$ cat config.mk
export PLATFORM = sky130hd
export DESIGN_NAME = int_ctrl
export DESIGN_NICKNAME = d
export VERILOG_FILES = /design/src/rtl/int_ctrl.sv
export SDC_FILE = /design/constraint.sdc
export NUM_CORES = 1
export LEC_CHECK = 0
export ABC_AREA = 1
export BUFFER_PORTS_ARGS = -buffer_cell sky130_fd_sc_hd__buf_4
export CAP_MARGIN = 25
export CORE_AREA = 2 2 50 87
export DETAILED_ROUTE_END_ITERATION = 8
export DIE_AREA = 0 0 52 89
export PLACE_DENSITY_LB_ADDON = 0.1
export REMOVE_ABC_BUFFERS = 1
export SLEW_MARGIN = 20
export SYNTH_ARGS = -nofsm -noshare
export SYNTH_HDL_FRONTEND = slang
export SYNTH_SLANG_ARGS = --single-unit
$ cat constraint.sdc
create_clock -name CLK_I -period 1.65 [get_ports CLK_I]
set_clock_uncertainty 0.05 [all_clocks]
set_input_delay 0.33 -clock CLK_I [delete_from_list [all_inputs] [get_ports CLK_I]]
set_output_delay 0.33 -clock CLK_I [all_outputs]
set_load 0.1 [all_outputs]
$ cat src/rtl/int_ctrl.sv
// int_ctrl: interrupt controller between bridge-attached devices and CP0.
// Latches up to N_SRC device requests into PEND (level or rising-edge per
// source), masks them, raises one request to CP0 and tracks ACK/EOI.
// Register map (word select ADD_I): 00 PEND (W1C, edge bits only),
// 01 MASK, 10 MODE (1 = rising edge), 11 STAT (read) / EOI (any write).
// Optional build macro: INTC_SYNC_EN adds a two-flop input synchronizer.
//
// state   | meaning
// IDLE    | no request outstanding
// REQ     | IRQ_O high, waiting for INT_ACK; id follows current priority
// SERVICE | ack taken, ISR running, waiting for EOI write to STAT
module int_ctrl #(
    parameter int N_SRC = 6
) (
    input  logic             CLK_I,
    input  logic             RST_I,
    input  logic [1:0]       ADD_I,
    input  logic             WE_I,
    input  logic [31:0]      DAT_I,
    output logic [31:0]      DAT_O,
    input  logic [N_SRC-1:0] IRQ_SRC,
    input  logic             INT_ACK,
    output logic             IRQ_O,
    output logic [N_SRC-1:0] HWINT_O
);

    typedef enum logic [1:0] {
        IDLE    = 2'b00,
        REQ     = 2'b01,
        SERVICE = 2'b10
    } state_t;

    state_t           state;
    logic [N_SRC-1:0] pend;
    logic [N_SRC-1:0] mask;
    logic [N_SRC-1:0] mode;
    logic [N_SRC-1:0] src_prev;
    logic [N_SRC-1:0] src;
    logic [4:0]       isr_id;
    logic             isr_valid;

    logic [N_SRC-1:0] active;
    logic             req_valid;
    logic [4:0]       req_id;
    logic             ack_take;
    logic [N_SRC-1:0] ack_clr;
    logic [N_SRC-1:0] w1c;
    logic [N_SRC-1:0] edge_set;
    logic [N_SRC-1:0] edge_clr;
    logic [N_SRC-1:0] pend_nxt;
    logic             wr_pend;
    logic             wr_mask;
    logic             wr_mode;
    logic             wr_eoi;
    logic [N_SRC-1:0] wdata;

`ifdef INTC_SYNC_EN
    logic [N_SRC-1:0] sync_1;
    logic [N_SRC-1:0] sync_2;

    // Two-flop synchronizer for asynchronous device request lines.
    always_ff @(posedge CLK_I or negedge RST_I) begin
        if (!RST_I) begin
            sync_1 <= '0;
            sync_2 <= '0;
        end else begin
            sync_1 <= IRQ_SRC;
            sync_2 <= sync_1;
        end
    end

    assign src = sync_2;
`else
    assign src = IRQ_SRC;
`endif

    // Upper write-data bits have no destination.
    logic unused_dat;
    if (N_SRC < 32) begin : g_unused
        assign unused_dat = ^DAT_I[31:N_SRC];
    end else begin : g_no_unused
        assign unused_dat = 1'b0;
    end

    assign wdata   = DAT_I[N_SRC-1:0];
    assign wr_pend = WE_I && (ADD_I == 2'b00);
    assign wr_mask = WE_I && (ADD_I == 2'b01);
    assign wr_mode = WE_I && (ADD_I == 2'b10);
    assign wr_eoi  = WE_I && (ADD_I == 2'b11);

    // Lowest-index enabled pending source wins.
    always_comb begin
        active    = pend & mask;
        req_valid = |active;
        req_id    = '0;
        for (int i = N_SRC - 1; i >= 0; i--) begin
            if (active[i]) req_id = 5'(i);
        end
    end

    // Pending next-state: level bits follow the source, edge bits latch
    // rising edges and are cleared by W1C or by the ack of that id; a new
    // edge in the same cycle as a clear keeps the bit set.
    always_comb begin
        ack_take = (state == REQ) && INT_ACK;
        for (int i = 0; i < N_SRC; i++) begin
            ack_clr[i] = ack_take && req_valid && (req_id == 5'(i));
        end
        w1c      = wr_pend ? wdata : '0;
        edge_set = src & ~src_prev & mode;
        edge_clr = (w1c | ack_clr) & mode;
        pend_nxt = (~mode & src) | edge_set | (mode & pend & ~edge_clr);
    end

    // Pending, mask, mode and edge-detect history.
    always_ff @(posedge CLK_I or negedge RST_I) begin
        if (!RST_I) begin
            pend     <= '0;
            mask     <= '0;
            mode     <= '0;
            src_prev <= '0;
        end else begin
            pend     <= pend_nxt;
            src_prev <= src;
            if (wr_mask) mask <= wdata;
            if (wr_mode) mode <= wdata;
        end
    end

    // Request / acknowledge / EOI sequencing.
    always_ff @(posedge CLK_I or negedge RST_I) begin
        if (!RST_I) begin
            state     <= IDLE;
            isr_id    <= '0;
            isr_valid <= 1'b0;
        end else begin
            case (state)
                IDLE: begin
                    if (req_valid) begin
                        state  <= REQ;
                        isr_id <= req_id;
                    end
                end
                REQ: begin
                    if (INT_ACK) begin
                        state     <= SERVICE;
                        isr_id    <= req_id;
                        isr_valid <= 1'b1;
                    end else if (!req_valid) begin
                        state <= IDLE;
                    end else begin
                        isr_id <= req_id;
                    end
                end
                SERVICE: begin
                    if (wr_eoi) begin
                        state     <= IDLE;
                        isr_valid <= 1'b0;
                    end
                end
                default: begin
                    state     <= IDLE;
                    isr_valid <= 1'b0;
                end
            endcase
        end
    end

    // Register readback.
    always_comb begin
        DAT_O = '0;
        case (ADD_I)
            2'b00:   DAT_O[N_SRC-1:0] = pend;
            2'b01:   DAT_O[N_SRC-1:0] = mask;
            2'b10:   DAT_O[N_SRC-1:0] = mode;
            default: DAT_O = {isr_valid, 21'b0, state, 3'b0, isr_id};
        endcase
    end

    assign IRQ_O   = (state == REQ);
    assign HWINT_O = pend & mask;

endmodule
-- After elaboration in Yosys (flattened, before gate mapping)
Index checks and enable logic that the tools add are counted.
- word-level logic and storage cells: 75
- output and inout port bits: 39
- bits of input ports: 44
- flip-flop bits (word level): 32
- bitwise gates (word level): 14
- multiplexer cells: 20
- reductions and logical operators: 20
- equal/unequal tests: 14
- operator list (cell ; count):
    6-bit bitwise AND ; 7
    26-bit 2-to-1 mux ; 1
    5-bit 2-to-1 mux ; 5
    6-bit inverter ; 3
    6-bit OR ; 3
    6-bit case mux with 3 select lines ; 1
    1-bit logical AND ; 12
    5-bit by 2-bit == test with 1-bit output, second input constant ; 2
    5-bit by 3-bit == test with 1-bit output, second input constant ; 2
    5-bit case mux with 2 select lines ; 1
    3-bit 2-to-1 mux ; 3
    2-bit 2-to-1 mux ; 4
    2-bit == test, second input constant ; 3
    6-bit 2-to-1 mux ; 1
    2-bit != test, second input constant ; 3
    2-bit case mux with 3 select lines ; 1
    3-bit AND reduction ; 2
    6-bit OR reduction ; 1
    5-bit by 1-bit == test with 1-bit output, second input constant ; 1
    5-bit logical NOT ; 1
    2-bit by 1-bit == test with 1-bit output, second input constant ; 2
    2-bit logical NOT ; 2
    3-bit != test, second input constant ; 1
    1-bit case mux with 3 select lines ; 1
    4 further kinds ; 5

-- Depth between registers and ports, before layout
- word-level depth: 14
- gate-level depth with buffers: 10
- gate-level depth less buffers: 10

-- Worst setup path before layout
Ideal clock, no wire load.
- path type: in2out
- start: input ADD_I[0]
- end: output DAT_O[3]
- arrival: 2.528 ns
- stages: 2
- setup slack: -1.258 ns
- data required time: 1.270 ns
- cells stage by stage: nand2_2 o21ai_0
- longest elaborated chain between the ends: 2
- elaborated cells between the ends (all ways): 4
- those cells by class: eq/ne (2); mux (1); reduce/logical (1)
- RTL lines (what ; line ; RTL):
    start, declared ; 17 ; input logic [1:0] ADD_I,
    2-bit == test (tied with other cells) ; 172 ; case (ADD_I)
    6-bit case mux with 3 select lines (*) ; 172 ;
    end, declared ; 20 ; output logic [31:0] DAT_O,
Mark *: on every way between the ends. The rest lies on a longest branch, timed or not.

-- Final worst setup path
- start: register state[1]
- end: output DAT_O[9]
- longest elaborated chain between the ends: 1
- RTL lines (what ; line ; RTL):
    start, declared ; 33 ; state_t state;
    start signal, assigned ; 133 ; state <= IDLE;
    start signal, assigned ; 140 ; state <= REQ;
    start signal, assigned ; 146 ; state <= SERVICE;
    26-bit 2-to-1 mux ; 172 ;
Every way passes these cells.

==> impl_metrics.py <==
metrics = {
    "global_route": {
        "grt_max_degree": 33,
        "grt_overflow": 0,
        "grt_pass1_wl_um": 6460,
        "grt_util_met3_pct": 4.68,
        "grt_pass1_vias": 1476,
        "track_usage_pct": 19.0,
        "top_usage_layer": "met2",
        "grt_antenna_before_repair": 0,
        "use_met2_pct": 33.7,
        "use_met1_pct": 21.3,
    },
    "finish": {
        "fin_cells": 325,
        "diodes": 0,
        "utilization_pct": 54.9,
        "final_nets": 323,
        "syn_to_final_growth_pct": 22.0,
        "drive_above_1_share_pct": 21.7,
    },
    "critical_path": {
        "path_class": "flop to primary output",
        "arrival_ns": 1.25,
        "crit_start": "state[1]",
        "cp-end-kind": "primary output",
        "timing.rr.start": "pend[1]",
        "reg2reg_slack_ns": 0.21,
        "required_ns": 1.27,
        "crit_fanout": 6,
        "cp-start-kind": "flop",
    },
    "clocking": {
        "cts_tree": "built",
        "cts_inserted_buffers": 5,
        "clk_latency_ns": 0.28,
        "cts.sinks": 32,
        "clock-root-buffer": "clkbuf_8",
        "path_clk_slew_ns": 0.06,
        "cts_max_level": 2,
        "cts_buffer_depth": 2,
    },
    "sta": {
        "rsz0062_at_grt": "true",
        "fmax_ghz": 0.615,
        "final_max_slew_viol_count": 0,
        "finalHoldViolCount": 0,
        "setup_violations": 0,
        "fin_crit_ns": 1.63,
        "period_share_pct": 98.5,
    },
    "flow_run": {
        "drv_cap": 0,
    },
    "floorplan": {
        "io_pins": 83,
        "core_area_mm2": 0.00387,
        "die_area_mm2": 0.00463,
        "fp-row-count": 30,
        "start_util_pct": 45.0,
        "die_x_um": 52,
        "die_h_um": 89,
    },
    "synthesis": {
        "yosysUniqueCellTypes": 20,
        "netlist_top_cells_area": "dfrtp_1 46%, nand2_1 19%, buf_4 9.9%",
        "synth_area_mm2": 0.00174,
        "ys_seq_elements": 32,
        "synth_edf_count": 0,
        "yosysTopAreaCell": "dfrtp_1",
        "ys_seq_area_share_pct": 46.0,
        "ys.warnings.count": 0,
        "synth.most_common_cell": "nand2_1",
        "synthCells": 231,
        "synth_flop_cell": "dfrtp_1",
        "syn_avg_cell_area_um2": 7.53,
        "async_flop_share_pct": 100,
        "netlist.area_leader.share_pct": 46.0,
        "synth_common_cells": "86 x nand2_1, 32 x dfrtp_1, 27 x inv_1, 23 x buf_4, 13 x o21ai_1",
    },
    "min_path": {
        "min_from": "IRQ_SRC[1]",
        "worstHoldPathType": "primary input to flop",
    },
    "detailed_routing": {
        "drc": 0,
        "dr.pass1.iters": 4,
        "avgViaCountPerCell": 4.55,
        "vias": 1480,
        "drtIter0Drc": 26,
        "postRouteAntennaNets": 0,
        "wl_um": 3840,
        "wire_per_inst_um": 11.8,
    },
    "pwr": {
        "p_leak_uw": 0.00119,
        "ir_worst_vdd_mv": 0.780,
        "powerDensity_mw_per_mm2": 1410,
    },
    "place": {
        "dp.cells": 317,
        "place_congestion": 0.803,
        "hpwl_um": 2910,
        "port_buffers": 33,
    },
    "run_status": {
        "outcome": "finished clean",
    },
}
==> timing repair <==
item / CTS / global route
setup buffers: 1 / 1
hold buffers: 1 / 0
cloned: 0 / 0
resized for setup: 5 / 5
endpoints found under the hold margin: 32 / 0
pin swaps: 0 / 5
endpoints found under the setup margin: 3 / 4
==> cells by family after synthesis <==
logic type / Yosys count / synth area share [%]
AOI/OAI and AO/OA: 23 / 7.05
buffers and inverters: 54 / 17.1
DFF: 32 / 46.0
other: 1 / 0.216
and+or+nand+nor: 121 / 29.6
==> path summary, 6_finish.rpt <==
kind / to / depth (start not counted)
setup / recovery: DAT_O[9] / 3
hold / removal: src_prev[1] / 1
setup reg to reg: pend[4] / 8
hold reg to reg: isr_valid / 2
max in group asynchronous: mask[3] / 2
min in group asynchronous: isr_id[4] / 2
==> per-layer routing <==
metal / vias to the layer above / part of all wire [%]
li1: 761 / -
met1: 664 / 41
met2: 47 / 53
met3: 8 / 3.9
met4: 0 / 1.9
met5: - / 0
==> state kept, by name, indices dropped and copies added, names as in the netlist <==
signal,cells
isr_id,5
isr_valid,1
mask,6
mode,6
pend,6
src_prev,6
state,2
==> worst max-delay path: stages (launching register included) <==
cell and delay (ns):
dfrtp_1 0.49, inv_1 0.10, nor2_1 0.14, buf_6 0.24
==> report_power, final <==
group	total [uW]	internal (uW)	switching, uW
combinational	1410	316	1100
sequential	1050	931	121
clock	525	271	253
==> cells in the final DEF, fill, tap and decap left out <==
master	count
nor2_1	11
buf_6	3
nand2_2	4
a21oi_2	2
dlygate4sd3_1	1
o21ai_1	15
inv_4	1
buf_4	39
nor3_1	1
o21ai_0	5
inv_1	27
nand4_1	4
o211ai_2	1
inv_2	1
clkbuf_8	6
nand3_1	11
nor2_4	2
dfrtp_1	32
nand2_1	86
conb_1	23
nor3_2	1
nand3b_1	1
==> cell type report <==
cell class                 count  area [um^2]
fill                         388         1740
sequential                    32          801
multi-input combinational    167          731
timing repair buffer          44          350
inverter                      29          111
clock buffer                   5         68.8
tap                           48         60.1
==> metrics by stage <==
step,hold slack (ns),cell area (um^2),total power [uW],setup TNS [ns],worst slack [ns]
after floorplan,-0.0156,1630,2160,-4.50,-1.26
after global placement,0.245,2000,2440,0,0.0135
after detailed placement,0.244,2000,2450,0,0.00957
after CTS,0.108,2100,3010,0,0.00189
after global routing,0.107,2120,3160,-0.0259,-0.0201
final,0.118,2120,2990,0,0.0247
Note: power is estimated with default switching activity, not from simulation.
